[src/rtl/phase_pkg.sv]
// Shared types and the phase-code mapping for the local traffic-phase sequencer.
package phase_pkg;

  typedef enum logic [1:0] {
    S_FLASH,
    S_GREEN,
    S_AMBER
  } state_e;

  // Approach index; two bits so that idx+1 wraps 3 -> 0 on its own.
  typedef logic [1:0] idx_t;

  localparam int unsigned NUM_APPROACHES = 4;
  localparam logic [3:0]  CODE_FLASH     = 4'd0;

  // Decoder code: green = 2*idx+1, amber = 2*idx+2, flashing amber = 0.
  function automatic logic [3:0] phase_code(state_e s, idx_t idx);
    logic [3:0] base;
    base = {1'b0, idx, 1'b0};
    case (s)
      S_GREEN: phase_code = base + 4'd1;
      S_AMBER: phase_code = base + 4'd2;
      default: phase_code = CODE_FLASH;
    endcase
  endfunction

endpackage

[src/rtl/phase_sequencer_tick.sv]
// One-second timing tick: divider counts 0..TICK_DIV-1, tick is registered
// and high for the single cycle following the wrap.
module tick_gen #(
  parameter int unsigned TICK_DIV = 27_000_000
) (
  input  logic clk,
  input  logic rst,
  output logic sec_tick
);

  localparam int unsigned        DIV_W    = (TICK_DIV > 1) ? $clog2(TICK_DIV) : 1;
  localparam logic [DIV_W-1:0]   DIV_LAST = DIV_W'(TICK_DIV - 1);

  logic [DIV_W-1:0] div_q;
  logic             tick_q;

  // Free-running divider; the tick lands TICK_DIV cycles after reset release.
  always_ff @(posedge clk) begin
    if (rst) begin
      div_q  <= '0;
      tick_q <= 1'b0;
    end else begin
      tick_q <= (div_q == DIV_LAST);
      div_q  <= (div_q == DIV_LAST) ? '0 : div_q + DIV_W'(1);
    end
  end

  assign sec_tick = tick_q;

endmodule

[src/rtl/phase_sequencer.sv]
// Local replacement for the ESP32 phase source: walks the four approaches
// through green, blinking green and amber, falling back to flashing amber.
//
// state   | meaning
// S_FLASH | flashing amber, ciclo=0; leaves on a tick with en=1, flash_req=0
// S_GREEN | green of approach idx; dest=1 in the last BLINK_S ticks
// S_AMBER | amber of approach idx; always runs to completion
module phase_sequencer
  import phase_pkg::*;
#(
  parameter int unsigned TICK_DIV  = 27_000_000,
  parameter int unsigned BLINK_S   = 3,
  parameter int unsigned AMBER_S   = 3,
  parameter int unsigned MIN_GREEN = BLINK_S + 1
) (
  input  logic       clk,
  input  logic       rst,
  input  logic       en,
  input  logic       flash_req,
  input  logic [7:0] green_s,
  output logic [3:0] ciclo,
  output logic       dest,
  output logic       phase_start,
  output logic       sec_tick
);

  localparam logic [7:0] BLINK_LIM = 8'(BLINK_S);
  localparam logic [7:0] AMBER_LD  = 8'(AMBER_S);
  localparam logic [7:0] GREEN_MIN = 8'(MIN_GREEN);

  logic       tick;
  state_e     state_q;
  idx_t       idx_q;
  logic [7:0] rem_q;
  logic [3:0] ciclo_q;
  logic       dest_q;
  logic       phase_start_q;

  logic       stop_d;
  logic [7:0] green_load_d;
  logic [7:0] rem_dec_d;
  idx_t       idx_next_d;

  tick_gen #(
    .TICK_DIV (TICK_DIV)
  ) u_tick (
    .clk      (clk),
    .rst      (rst),
    .sec_tick (tick)
  );

  assign stop_d       = flash_req | ~en;
  assign green_load_d = (green_s > GREEN_MIN) ? green_s : GREEN_MIN;
  assign rem_dec_d    = rem_q - 8'd1;
  assign idx_next_d   = idx_q + 2'd1;

  // Phase FSM: advances only on tick edges; outputs registered with the new state.
  always_ff @(posedge clk) begin
    if (rst) begin
      state_q       <= S_FLASH;
      idx_q         <= '0;
      rem_q         <= '0;
      ciclo_q       <= CODE_FLASH;
      dest_q        <= 1'b0;
      phase_start_q <= 1'b0;
    end else begin
      phase_start_q <= 1'b0;
      if (tick) begin
        case (state_q)
          S_FLASH: begin
            if (!stop_d) begin
              state_q       <= S_GREEN;
              idx_q         <= '0;
              rem_q         <= green_load_d;
              ciclo_q       <= phase_code(S_GREEN, 2'd0);
              dest_q        <= (green_load_d <= BLINK_LIM);
              phase_start_q <= 1'b1;
            end
          end
          S_GREEN: begin
            // A stop request never skips amber; it just cuts the green short.
            if (stop_d || rem_q == 8'd1) begin
              state_q       <= S_AMBER;
              rem_q         <= AMBER_LD;
              ciclo_q       <= phase_code(S_AMBER, idx_q);
              dest_q        <= 1'b0;
              phase_start_q <= 1'b1;
            end else begin
              rem_q  <= rem_dec_d;
              dest_q <= (rem_dec_d <= BLINK_LIM);
            end
          end
          S_AMBER: begin
            if (rem_q == 8'd1) begin
              phase_start_q <= 1'b1;
              if (stop_d) begin
                state_q <= S_FLASH;
                ciclo_q <= CODE_FLASH;
                dest_q  <= 1'b0;
              end else begin
                state_q <= S_GREEN;
                idx_q   <= idx_next_d;
                rem_q   <= green_load_d;
                ciclo_q <= phase_code(S_GREEN, idx_next_d);
                dest_q  <= (green_load_d <= BLINK_LIM);
              end
            end else begin
              rem_q  <= rem_dec_d;
              dest_q <= 1'b0;
            end
          end
          default: begin
            state_q <= S_FLASH;
            ciclo_q <= CODE_FLASH;
            dest_q  <= 1'b0;
          end
        endcase
      end
    end
  end

  assign ciclo       = ciclo_q;
  assign dest        = dest_q;
  assign phase_start = phase_start_q;
  assign sec_tick    = tick;

endmodule

[config.mk]
export PLATFORM = sky130hd
export DESIGN_NAME = phase_sequencer
export DESIGN_NICKNAME = d
export VERILOG_FILES = /design/src/rtl/phase_pkg.sv /design/src/rtl/phase_sequencer_tick.sv /design/src/rtl/phase_sequencer.sv
export SDC_FILE = /design/constraint.sdc
export NUM_CORES = 1
export LEC_CHECK = 0
export BUFFER_PORTS_ARGS = -buffer_cell sky130_fd_sc_hd__buf_2
export CORE_ASPECT_RATIO = 0.7
export CORE_MARGIN = 1.5
export CORE_UTILIZATION = 55
export CTS_BUF_LIST = sky130_fd_sc_hd__clkbuf_16
export CTS_CLUSTER_SIZE = 8
export DETAILED_ROUTE_END_ITERATION = 8
export PLACE_DENSITY = 0.74
export SLEW_MARGIN = 20
export SYNTH_ARGS = -nofsm -noshare
export SYNTH_HDL_FRONTEND = slang
export SYNTH_SLANG_ARGS = --single-unit
[constraint.sdc]
create_clock -name clk -period 2.1 [get_ports clk]
set_input_delay 0.21 -clock clk [delete_from_list [all_inputs] [get_ports clk]]
set_output_delay 0.21 -clock clk [all_outputs]
set_load 0.01 [all_outputs]
==> results of run 1 <==
## Yosys cell counts (2+ instances only)
library cell / n
dfxtp_1: 43
xor2_1: 14
buf_6: 2
o21ai_0: 13
nor2_1: 18
nand4_1: 14
inv_1: 14
a21oi_1: 21
o31ai_1: 7
nor4_1: 3
buf_4: 4
a21boi_0: 2
xnor2_1: 3
nor2b_1: 5
and4_1: 4
buf_2: 3
or4_1: 8
or3b_2: 2
a31oi_1: 2
nand2_1: 6
or3_1: 4
o211ai_2: 2
nand2b_1: 4
and3_1: 4
nor4bb_1: 2
nand3b_1: 3
clkbuf_1: 4
nand3_1: 26
o211ai_1: 6
and2_1: 3
ha_1: 8
nor3_1: 3
o32ai_1: 2
## final timing paths
kind / from / endpoint / slack, ps / depth (start not counted)
hold reg to reg: u_tick.div_q[0] / u_tick.div_q[0] / 440 / 1
setup / recovery: rem_q[0] / rem_q[4] / 100 / 5
setup reg to reg: rem_q[0] / rem_q[4] / 100 / 5
hold / removal: green_s[7] / rem_q[7] / 200 / 3
## worst min-delay path, stage by stage
cell and delay [ps]:
buf_2 90, nand3_1 70, o211ai_2 70
## registers in the layout (all words and copies together), names as in the netlist
name	flops
u_tick.div_q	25
rem_q	8
ciclo	3
idx_q	2
state_q	2
dest	1
phase_start	1
u_tick.sec_tick	1
## per-stage QoR
step	util, %	cells
4_1_cts	63.7	360
6_report	63.7	360
3_5_place_dp	60.5	352
5_1_grt	63.7	360
2_1_floorplan	-	281
3_3_place_gp	60.5	352
## power by group through the flow
stage / clock network (uW) / registers (uW) / logic, uW
2_1_floorplan: 0 / 841 / 33.1
3_3_place_gp: 0 / 842 / 56.2
3_5_place_dp: 0 / 842 / 57.4
4_1_cts: 737 / 824 / 58.2
5_1_grt: 774 / 825 / 65.4
6_report: 727 / 825 / 58.8
## area by class of cell
class	count	area (um2)
Clock buffer	5	125
Clock inverter	3	11.3
Fill cell	389	1560
Inverter	14	52.6
Multi-Input combinational cell	211	1450
Sequential cell	43	861
Tap cell	55	68.8
Timing Repair Buffer	29	173
## metal layers
layer  routed length [um]  GRT usage, %  up-vias
li1                     -             -     1106
met1                 2870          38.7     1052
met2                 2160          30.9       65
met3                  325          6.51        7
met4                   54          6.90        0
met5                    0             0        -
## cell families (layout without fill, tap and decap cells)
kind of cell             after synthesis  in the layout  share of synthesized area, %
AO/OA/AOI/OAI                         67             67                          19.2
XOR/XNOR                              17             17                          6.09
adder cells (fa/ha/maj)                8              8                          4.09
buffers and inverters                 27             51                          5.52
flip-flops                            43             43                          35.2
multiplexers                           2              2                         0.870
AND/OR/NAND/NOR                      117            117                          29.0
==> out/metrics.cfg, run 1 <==
[yosys]
yosys_warnings=0
yosys.area.top_type=dfxtp_1
seq_area_frac_synth_pct=35.2
synth_edf_count=0
yosysUniqueCellTypes=55
syn_avg_cell_area_um2=8.70
ys.flop_type=dfxtp_1
syn_inst=281
yosys-top-cells-area=dfxtp_1 (35%), nand3_1 (5.3%), xor2_1 (5.0%)
ys_ff_latch=43
synth_fp_nets=301
yosysTopAreaCellShare_pct=35.2
netlist_area_mm2=0.00245
ys_async_sr_fraction_pct=0

[power]
p_sw_uw=339
pwr-share-seq_pct=51.2
switching_share_pct=21.1
p_per_area_mw_per_mm2=587
peakVddDrop_mv=0.380
p_int_uw=1270
p_total_uw=1610
pwr-share-clk_pct=45.1
pwr-share-comb_pct=3.7
leakage_uw=0.00102

[drt]
vias=2230
vias_per_cell=6.19
drcViolationCount=0
drt-total-wl_um=5410
wl_per_cell_um=15.0
firstDrtPassIters=5
drt_iter0_drc=111
final_antenna_net_count=0

[critical_path]
critPathBufInv=0
max_stage_delay_ps=540
crit_fanout=6
cp.required_ps=2250
start_kind=flip-flop
cp_slowest_cell=or3b_2
cp-end-kind=flip-flop
crit_chain=ha_2, or3b_2, o22a_1, a32oi_1, a21oi_1
critical_path_class=reg -> reg
crit_family=compound AO/OA/AOI/OAI gates
arrival_ps=2140

[clocking]
cts_max_level=2
cts.sinks=43
insertion_delay_ps=280
root_buffer=clkbuf_16
cts_buffer_depth=2
post_cts_buffers=0
clkTransAtPathRegs_ps=60
hold_buffers=0
numCtsBuffers=5
cts_tree=built
cts_resized=0

[grt]
overflow=0
grt_usage_pct=24.2
grt_pass1_vias=1839
antenna_found_initial=0
grt_pass1_wl_um=8980
grt_max_degree=18

[timing]
fin_setup_tns_ps=0
fin_crit_ps=2000
final_max_slew_viol_count=0
max_clock_freq_ghz=0.501
finClkSkew_ps=3.20
timing.final.ws_setup_ps=104
worst_pin_slew_ps=629
whs_ps=198
rsz0062_at_grt=no
slew_headroom_pct=58.1
fin_crit_sh_pct=95.1
finalHoldViolCount=0
finalSetupViolCount=0

[placed_design]
dp_hpwl_um=3990
portBuffers=18
place_area_mm2=0.00261
dp_slack_ps=134
routabilityCongestion=0.892

[final_layout]
layout_common_cells=dfxtp_1 (43), nand3_1 (26), a21oi_1 (21)
layout.nets=324
antenna_cells=0
area_delta_synth_final_pct=12.2
final_common_cell=dfxtp_1
drive_above_1_share_pct=15.7
post-route-cell-area_mm2=0.00274

[die]
start_util_pct=56.8
die_x_um=82.7
dieArea_mm2=0.00486
io_pins=19
core_mm2=0.00430
rows=20
fp.dieH_um=58.8

[flow_run]
maxCapViolations=0

[worst_hold_path]
hold_path_class=in -> reg

[outcome]
status=finished, final reports clean

Power figures use the tool's default switching activity.
==> run 2, diff against run 1 <==
--- a/config.mk
+++ b/config.mk
@@ -6,13 +6,15 @@
 export NUM_CORES = 1
 export LEC_CHECK = 0
 export BUFFER_PORTS_ARGS = -buffer_cell sky130_fd_sc_hd__buf_2
+export CELL_PAD_IN_SITES_DETAIL_PLACEMENT = 1
+export CELL_PAD_IN_SITES_GLOBAL_PLACEMENT = 2
 export CORE_ASPECT_RATIO = 0.7
 export CORE_MARGIN = 1.5
-export CORE_UTILIZATION = 55
+export CORE_UTILIZATION = 37
 export CTS_BUF_LIST = sky130_fd_sc_hd__clkbuf_16
 export CTS_CLUSTER_SIZE = 8
 export DETAILED_ROUTE_END_ITERATION = 8
-export PLACE_DENSITY = 0.74
+export PLACE_DENSITY = 0.79
 export SLEW_MARGIN = 20
 export SYNTH_ARGS = -nofsm -noshare
 export SYNTH_HDL_FRONTEND = slang
==> run 2 against run 1 <==
Worst hold slack improved by 5.1 ps. Global-route usage fell by 3.8 points. Largest power group is now the clock network. Fmax rose by 3.4%. Cell area rose by 5.9%. Via count rose by 1.1%.
==> out/metrics.cfg, run 2 (same netlist as run 1, synthesis figures left out) <==
[outcome]
status=finished, final reports clean

[power]
pwr-share-seq_pct=46.1
pwr-share-clk_pct=50.2
p_per_area_mw_per_mm2=614
leakage_uw=0.00110
peakVddDrop_mv=0.306
p_sw_uw=378
switching_share_pct=21.2
p_int_uw=1410
pwr-share-comb_pct=3.6

[drt]
vias_per_cell=5.69
final_antenna_net_count=0
wl_per_cell_um=17.2
firstDrtPassIters=4
vias=2254
drt-total-wl_um=6820
drt_iter0_drc=83
drcViolationCount=0

[clocking]
cts.sinks=43
cts_resized=0
clkTransAtPathRegs_ps=70
cts_max_level=2
post_cts_buffers=0
cts_buffer_depth=2
cts_tree=built
insertion_delay_ps=280
root_buffer=clkbuf_16
numCtsBuffers=5
hold_buffers=0

[critical_path]
cp-end-kind=flip-flop
arrival_ps=2080
cp.required_ps=2250
max_stage_delay_ps=550
crit_chain=inv_1, ha_1, or3b_2, o22a_1, a32oi_1, a21oi_1
critical_path_class=reg -> reg
crit_fanout=6
start_kind=flip-flop
cp_slowest_cell=or3b_2

[die]
rows=24
start_util_pct=38.8
fp.dieH_um=71.0
io_pins=19
core_mm2=0.00631
die_x_um=100
dieArea_mm2=0.00712

[timing]
slew_headroom_pct=60.4
worst_pin_slew_ps=588
finalSetupViolCount=0
fin_setup_tns_ps=0
max_clock_freq_ghz=0.518
rsz0062_at_grt=no
final_max_slew_viol_count=0
finClkSkew_ps=5.84
finalHoldViolCount=0
fin_crit_ps=1930
fin_crit_sh_pct=91.9
timing.final.ws_setup_ps=170

[worst_hold_path]
hold_path_class=in -> reg

[grt]
grt_pass1_wl_um=11500
grt_usage_pct=20.5
grt_pass1_vias=2277
antenna_found_initial=0
grt_max_degree=18
overflow=0

[final_layout]
area_delta_synth_final_pct=18.8
final_common_cell=dfxtp_1
layout.nets=337
layout_common_cells=dfxtp_1 (43), nand3_1 (26), buf_4 (24)
drive_above_1_share_pct=20.1
antenna_cells=0
largest_reg_flops=25
fill_cells=755
largest_register=u_tick.div_q

[flow_run]
maxCapViolations=0

[placed_design]
routabilityCongestion=0.840
portBuffers=18
dp_hpwl_um=5280
dp_slack_ps=181

[run 2: power by group through the flow]
stage                     Sequential (uW)  Clock (uW)  Combinational (uW)
after floorplan                       841           0                33.1
after CTS                             824         919                64.7
after detailed placement              842           0                64.2
after global routing                  824         946                72.6
after global placement                842           0                62.6
final                                 824         897                64.5
[run 2: final timing paths]
kind / from / end / slack [ps] / cells after the start
hold reg to reg: u_tick.div_q[0] / u_tick.div_q[0] / 450 / 1
hold / removal: green_s[2] / rem_q[2] / 200 / 3
setup / recovery: rem_q[1] / rem_q[4] / 170 / 6
setup reg to reg: rem_q[1] / rem_q[4] / 170 / 6
[run 2: per-stage QoR]
stage / power (uW) / utilization (%) / std cells / hold WS (ps) / area (um2)
2_1_floorplan: 875 / - / 281 / 369 / 2450
3_3_place_gp: 905 / 43.3 / 388 / 426 / 2730
3_5_place_dp: 907 / 43.3 / 388 / 437 / 2730
4_1_cts: 1810 / 46.0 / 396 / 203 / 2900
5_1_grt: 1840 / 46.1 / 396 / 217 / 2910
6_report: 1790 / 46.1 / 396 / 203 / 2910
[run 2: layout make-up]
cell class | count | area, um2 | area share (%)
Inverter | 14 | 52.6 | 1.81
Clock inverter | 3 | 43.8 | 1.51
Multi-Input combinational cell | 211 | 1460 | 50.1
Sequential cell | 43 | 861 | 29.6
Timing Repair Buffer | 42 | 270 | 9.30
Tap cell | 78 | 97.6 | 3.36
Clock buffer | 5 | 125 | 4.30
[run 2: worst max-delay path: cells and delay by family, from the launching register on]
family                   cells  cell delay [ps]
AO/OA/AOI/OAI                3              630
adder cells (fa/ha/maj)      1              220
buffers and inverters        1               80
flip-flops                   1              320
AND/OR/NAND/NOR              1              550
[run 2: layer usage]
layer / part of all wire [%] / wire length [um] / global-route usage, % / vias up
met1: 55 / 3750 / 32.5 / 1093
met4: 0 / 0 / 2.82 / 0
met5: 0 / 0 / 0 / -
met3: 4.4 / 301 / 3.26 / 0
met2: 41 / 2770 / 29.4 / 37
li1: - / - / - / 1124
